<file path="config.mk">
export PLATFORM = sky130hd
export DESIGN_NAME = demux_1_to_4_reg
export DESIGN_NICKNAME = d
export VERILOG_FILES = /design/src/rtl/demux_pkg.sv /design/src/rtl/demux_1_to_4_reg_reg_slice.sv /design/src/rtl/demux_1_to_4_reg.sv
export SDC_FILE = /design/constraint.sdc
export NUM_CORES = 1
export LEC_CHECK = 0
export ABC_AREA = 1
export BUFFER_PORTS_ARGS = -buffer_cell sky130_fd_sc_hd__buf_2
export CAP_MARGIN = 20
export CORE_MARGIN = 2
export CORE_UTILIZATION = 56
export CTS_BUF_LIST = sky130_fd_sc_hd__clkbuf_4 sky130_fd_sc_hd__clkbuf_8 sky130_fd_sc_hd__clkbuf_16
export CTS_CLUSTER_SIZE = 12
export DETAILED_ROUTE_END_ITERATION = 8
export GPL_TIMING_DRIVEN = 0
export PLACE_DENSITY = 0.81
export SYNTH_ARGS = -nofsm -noshare
export SYNTH_HDL_FRONTEND = slang
export SYNTH_SLANG_ARGS = --single-unit
</file>
<file path="constraint.sdc">
create_clock -name i_clk -period 3.62 [get_ports i_clk]
set_input_delay 0.543 -clock i_clk [delete_from_list [all_inputs] [get_ports i_clk]]
set_output_delay 0.543 -clock i_clk [all_outputs]
set_load 0.1 [all_outputs]
</file>
<file path="src/rtl/demux_pkg.sv">
// Shared constants and types for the 1-to-4 registered stream demultiplexer.
// Latency: n/a (package only).
// Backpressure: n/a (package only).
package demux_pkg;

    // Number of output channels and the width of the key that selects one.
    localparam int CH_NUM    = 4;
    localparam int KEY_WIDTH = 2;

    typedef logic [KEY_WIDTH-1:0] key_t;
    typedef logic [CH_NUM-1:0]    ch_vec_t;

    // One-hot decode of a channel key.
    function automatic ch_vec_t key_onehot(input key_t key);
        ch_vec_t vec;
        vec = '0;
        vec[key] = 1'b1;
        return vec;
    endfunction

endpackage

</file>
<file path="src/rtl/demux_1_to_4_reg_reg_slice.sv">
// One-entry output register slice for a single channel, plus its transfer counter.
// Latency: a beat loaded at edge N is presented after edge N and may leave at edge N+1.
// Backpressure: the slot holds its beat stable while i_ready=0; a new load on the
// draining edge wins, so the slot sustains one beat per cycle.
module reg_slice #(
    parameter int DATA_WIDTH = 32,
    parameter int CNT_WIDTH  = 8
) (
    input  logic                  i_clk,
    input  logic                  i_rst_n,
    input  logic                  i_load,
    input  logic [DATA_WIDTH-1:0] i_val,
    input  logic                  i_ready,
    output logic [DATA_WIDTH-1:0] o_val,
    output logic                  o_valid,
    output logic [CNT_WIDTH-1:0]  o_cnt
);

    // A beat leaves this slot on any edge where it is presented and accepted.
    logic out_fire;

    assign out_fire = o_valid & i_ready;

    // Occupancy: a load always leaves the slot full, even if the old beat drains
    // on the same edge; otherwise a drain empties it.
    always_ff @(posedge i_clk or negedge i_rst_n) begin
        if (!i_rst_n) begin
            o_valid <= 1'b0;
        end else if (i_load) begin
            o_valid <= 1'b1;
        end else if (out_fire) begin
            o_valid <= 1'b0;
        end
    end

    // Payload only changes on a load, which keeps it stable while the consumer stalls.
    always_ff @(posedge i_clk or negedge i_rst_n) begin
        if (!i_rst_n) begin
            o_val <= '0;
        end else if (i_load) begin
            o_val <= i_val;
        end
    end

    // Completed output transfers, wrapping naturally at the counter width.
    always_ff @(posedge i_clk or negedge i_rst_n) begin
        if (!i_rst_n) begin
            o_cnt <= '0;
        end else if (out_fire) begin
            o_cnt <= o_cnt + CNT_WIDTH'(1);
        end
    end

endmodule

</file>
<file path="src/rtl/demux_1_to_4_reg.sv">
// Registered 1-to-4 demux: steers each keyed input beat into one of four register slices.
// Latency: one cycle from input acceptance to the beat appearing on its channel.
// Backpressure: o_ready drops only when the addressed slot is full and its consumer stalls;
// beats to other keys keep flowing. i_ready[i_key] reaches o_ready combinationally.
module demux_1_to_4_reg
    import demux_pkg::*;
#(
    parameter int DATA_WIDTH = 32,
    parameter int CNT_WIDTH  = 8
) (
    input  logic                               i_clk,
    input  logic                               i_rst_n,
    input  logic [1:0]                         i_key,
    input  logic [DATA_WIDTH-1:0]              i_val,
    input  logic                               i_valid,
    output logic                               o_ready,
    output logic [3:0][DATA_WIDTH-1:0]         o_val,
    output logic [3:0]                         o_valid,
    input  logic [3:0]                         i_ready,
    output logic [3:0][CNT_WIDTH-1:0]          o_cnt
);

    key_t    key;
    logic    sel_valid;
    logic    sel_ready;
    logic    in_fire;
    ch_vec_t load_vec;

    assign key = key_t'(i_key);

    // Addressed slot can take a beat if it is empty or is draining this cycle.
    // Deliberately independent of i_valid so the producer may use it to decide.
    always_comb begin
        sel_valid = o_valid[key];
        sel_ready = i_ready[key];
        o_ready   = ~sel_valid | sel_ready;
    end

    // At most one slot loads per cycle: the one named by the key, and only on a fire.
    always_comb begin
        in_fire  = i_valid & o_ready;
        load_vec = '0;
        if (in_fire) begin
            load_vec = key_onehot(key);
        end
    end

    // Independent per-channel slices; each drains on its own consumer's ready.
    for (genvar ch = 0; ch < CH_NUM; ch++) begin : g_ch
        reg_slice #(
            .DATA_WIDTH (DATA_WIDTH),
            .CNT_WIDTH  (CNT_WIDTH)
        ) u_slice (
            .i_clk   (i_clk),
            .i_rst_n (i_rst_n),
            .i_load  (load_vec[ch]),
            .i_val   (i_val),
            .i_ready (i_ready[ch]),
            .o_val   (o_val[ch]),
            .o_valid (o_valid[ch]),
            .o_cnt   (o_cnt[ch])
        );
    end

endmodule

</file>
==> out/results.ini <==
[logic_synthesis]
post_synth_fa_ha_maj_area_fraction_pct = 0.7130
mappedNetlistArea_um2 = 7019
synth_fp_nets = 800
synth.mux.area_fraction_pct = 0.4813
sequential_to_total_area_share_from_yosys_stat_pct = 58.47
ys_top_cells_by_area = sky130_fd_sc_hd__dfrtp_1 58%, sky130_fd_sc_hd__nand2_1 16%, sky130_fd_sc_hd__nand4_1 12%, sky130_fd_sc_hd__buf_6 1.9%, sky130_fd_sc_hd__xor2_1 1.7%
synth-edff-count = 0
postSynth.asyncResetShare_pct = 100.0
yosys.area_share.xor_xnor_pct = 2.620
synthSimpleGateAreaFrac_pct = 30.55
yosysWarningCount = 0
synth_compound_gate_area_share_pct = 0.6061
synth_top_family_by_area = simple AND/OR/NAND/NOR gates
synth.top_cells.by_count = 302 x sky130_fd_sc_hd__nand2_1, 164 x sky130_fd_sc_hd__dfrtp_1, 130 x sky130_fd_sc_hd__nand4_1, 22 x sky130_fd_sc_hd__inv_1, 20 x sky130_fd_sc_hd__clkbuf_1
yosysTopAreaCell = sky130_fd_sc_hd__dfrtp_1
yosys_cell_types = 23
synth_top_flop_cell = sky130_fd_sc_hd__dfrtp_1
syn_avg_cell_area_um2 = 9.297
synth_largest_type_area_fraction_pct = 58.47
post-synth-top-count-cell = sky130_fd_sc_hd__nand2_1
postSynthRegisterBits = 164
postSynthCellCount = 755

[floorplanning]
die-width_um = 116.0
floorplan.initialDensity_pct = 57.95
core_region_area_um2 = 12110
rows = 40
die-area_um2 = 13450
die_h_um = 116.0
ioPinCount = 206

[sta]
hold_viol = 0
grt_setup_unrepaired = no
layout_min_cycle_time_ns = 2.523
final.setup.tns_ns = 0
tightestPinTransition_ns = 0.5916
timing.fmax_mhz = 396.4
worst_slew_margin_rel_pct = 60.56
setup-violations-final = 0
drv_slew = 0
period_share_pct = 69.68
clock_skew_ns = 0.007205
setup_ws_ns = 1.097
worst_hold_slack_ns = 0.08242

[clock_network]
clk_root_buffer_cell = sky130_fd_sc_hd__clkbuf_16
htree_levels = 4
clock-sinks = 164
cts_tree = done
clkLatencyLatePin_ns = 0.42
hold_buffers = 0
cts.repair_timing.setup_buffer_count = 0
cts.path.max_buffers = 2
clk_pin_slew_worst_paths_ns = 0.06
ctsResizeCount = 0
cts_made_buffers = 17

[pwr]
max-vdd-ir-drop_v = 0.0006264
power-per-cell-area_nw_per_um2 = 952.4
power.leakage_nw = 4.950

[grt]
first_global_vias = 6133
grt_first_pass_wirelength_um = 31470
grt.total_usage_pct = 30.50
largest_net_degree_at_the_start_of_global_routing = 89
grt_antenna_before_repair = 0
grt.overflow.total = 0

[drt]
vias_per_cell = 5.535
finalWirelength_um = 19750
drtPass1Iterations = 7
first_iter_violations = 529
drt.antenna.violating_nets = 0
wl_per_cell_um = 17.05
routed-via-count = 6409
drcViolationCount = 0

[placed_design]
portBuffers = 202
pre_cts_ws_ns = 1.155
gp_routability_congestion = 0.8568
placed_cell_area_um2 = 8278
hpwlAfterDp_um = 13750

[critical_path]
critPathCaptureType = output pin
critPathLaunchType = register
worst-setup-path-type = register to output pin
required_ns = 3.08
critical_path_maximum_fanout = 10
worstPathArrival_ns = 1.98

[layout]
diodes = 0
syn_to_final_growth_pct = 26.58
share_of_cells_above_drive_strength_1_pct = 28.48
finish.net_count = 1022
postLayoutCoreUtil_pct = 73.36
final_design_area_no_fill_um2 = 8885
fillers = 954

[run_status]
result_of_the_run = finished, final reports clean

[run]
drv_cap = 0

[min_path]
worst_hold_path_type = input port to asynchronous set/reset pin

[worst max-delay path, stage by stage, from the launching register on]
cell,delay (ns)
sky130_fd_sc_hd__dfrtp_1,0.44
sky130_fd_sc_hd__nand2_1,0.09
sky130_fd_sc_hd__nand2_1,0.05
sky130_fd_sc_hd__nand2_1,0.05
sky130_fd_sc_hd__nand2_1,0.09
sky130_fd_sc_hd__nand2_4,0.14
sky130_fd_sc_hd__buf_2,0.23
sky130_fd_sc_hd__buf_2,0.46
[path summary, 6_finish.rpt]
check / startpoint / end / slack [ns] / cells past startpoint
setup / recovery: g_ch[2].u_slice.o_valid / o_ready / 1.10 / 7
hold / removal: i_rst_n / g_ch[1].u_slice.o_val[25] / 0.08 / 1
setup reg to reg: g_ch[2].u_slice.o_valid / g_ch[1].u_slice.o_val[26] / 2.08 / 9
hold reg to reg: g_ch[3].u_slice.o_val[0] / g_ch[3].u_slice.o_val[0] / 0.46 / 2
max in group asynchronous: i_rst_n / g_ch[2].u_slice.o_cnt[3] / 2.72 / 2
min in group i_clk: i_ready[1] / g_ch[1].u_slice.o_valid / 0.32 / 2
[logic make-up (layout without fill, tap and decap cells)]
group,count (synthesis),in the layout
fa+ha+maj,4,4
compound gates,8,8
mux,3,3
simple gates,468,468
buf+inv,87,322
xor+xnor,21,21
flops,164,164
[flip-flops by register name, indices dropped and copies added, names as in the netlist]
signal	count
g_ch.u_slice.o_val	128
g_ch.u_slice.o_cnt	32
g_ch.u_slice.o_valid	4
[cells in the final DEF, fill, tap and decap left out, drive strengths merged, types with 7 or more instances in the layout]
cell and instances:
inv 27, nand4 130, clkbuf 44, nand3 16, nor2 13, xor2 14
nand2 303, xnor2 7, buf 242, o21ai 7, dfrtp 164
[layer usage]
layer / share of wire [%] / vias to the layer above / GRT usage (%) / wire length, um
met4: 1.7 / 0 / 10.87 / 343
met5: 0 / - / 0 / 0
li1: - / 2967 / - / -
met1: 42 / 3147 / 41.07 / 8218
met2: 50 / 267 / 49.94 / 9809
met3: 7.0 / 28 / 5.910 / 1376
[where the power goes]
| group | internal, mW | switching [mW] |
|---|---|---|
| Sequential | 2.23 | 0.282 |
| Clock | 1.12 | 0.705 |
| Combinational | 0.538 | 3.59 |
[area by class of cell]
type	count	area [um2]	share of cell area, %
buffer	59	355.3	3.999
clock buffer	24	509.2	5.732
clock inverter	8	97.59	1.098
inverter	28	105.1	1.183
multi-input combinational	504	2455	27.63
sequential	164	4104	46.19
tap	168	210.2	2.366
timing repair buffer	203	1049	11.80
[per-stage QoR]
stage / std cells / total power [mW]
final: 1158 / 8.462
after global routing: 1158 / 8.761
after CTS: 1158 / 8.483
after detailed placement: 1126 / 6.662
after global placement: 1125 / 6.611
after floorplan: 755 / 5.933
Note: power is estimated with default switching activity, not from simulation.
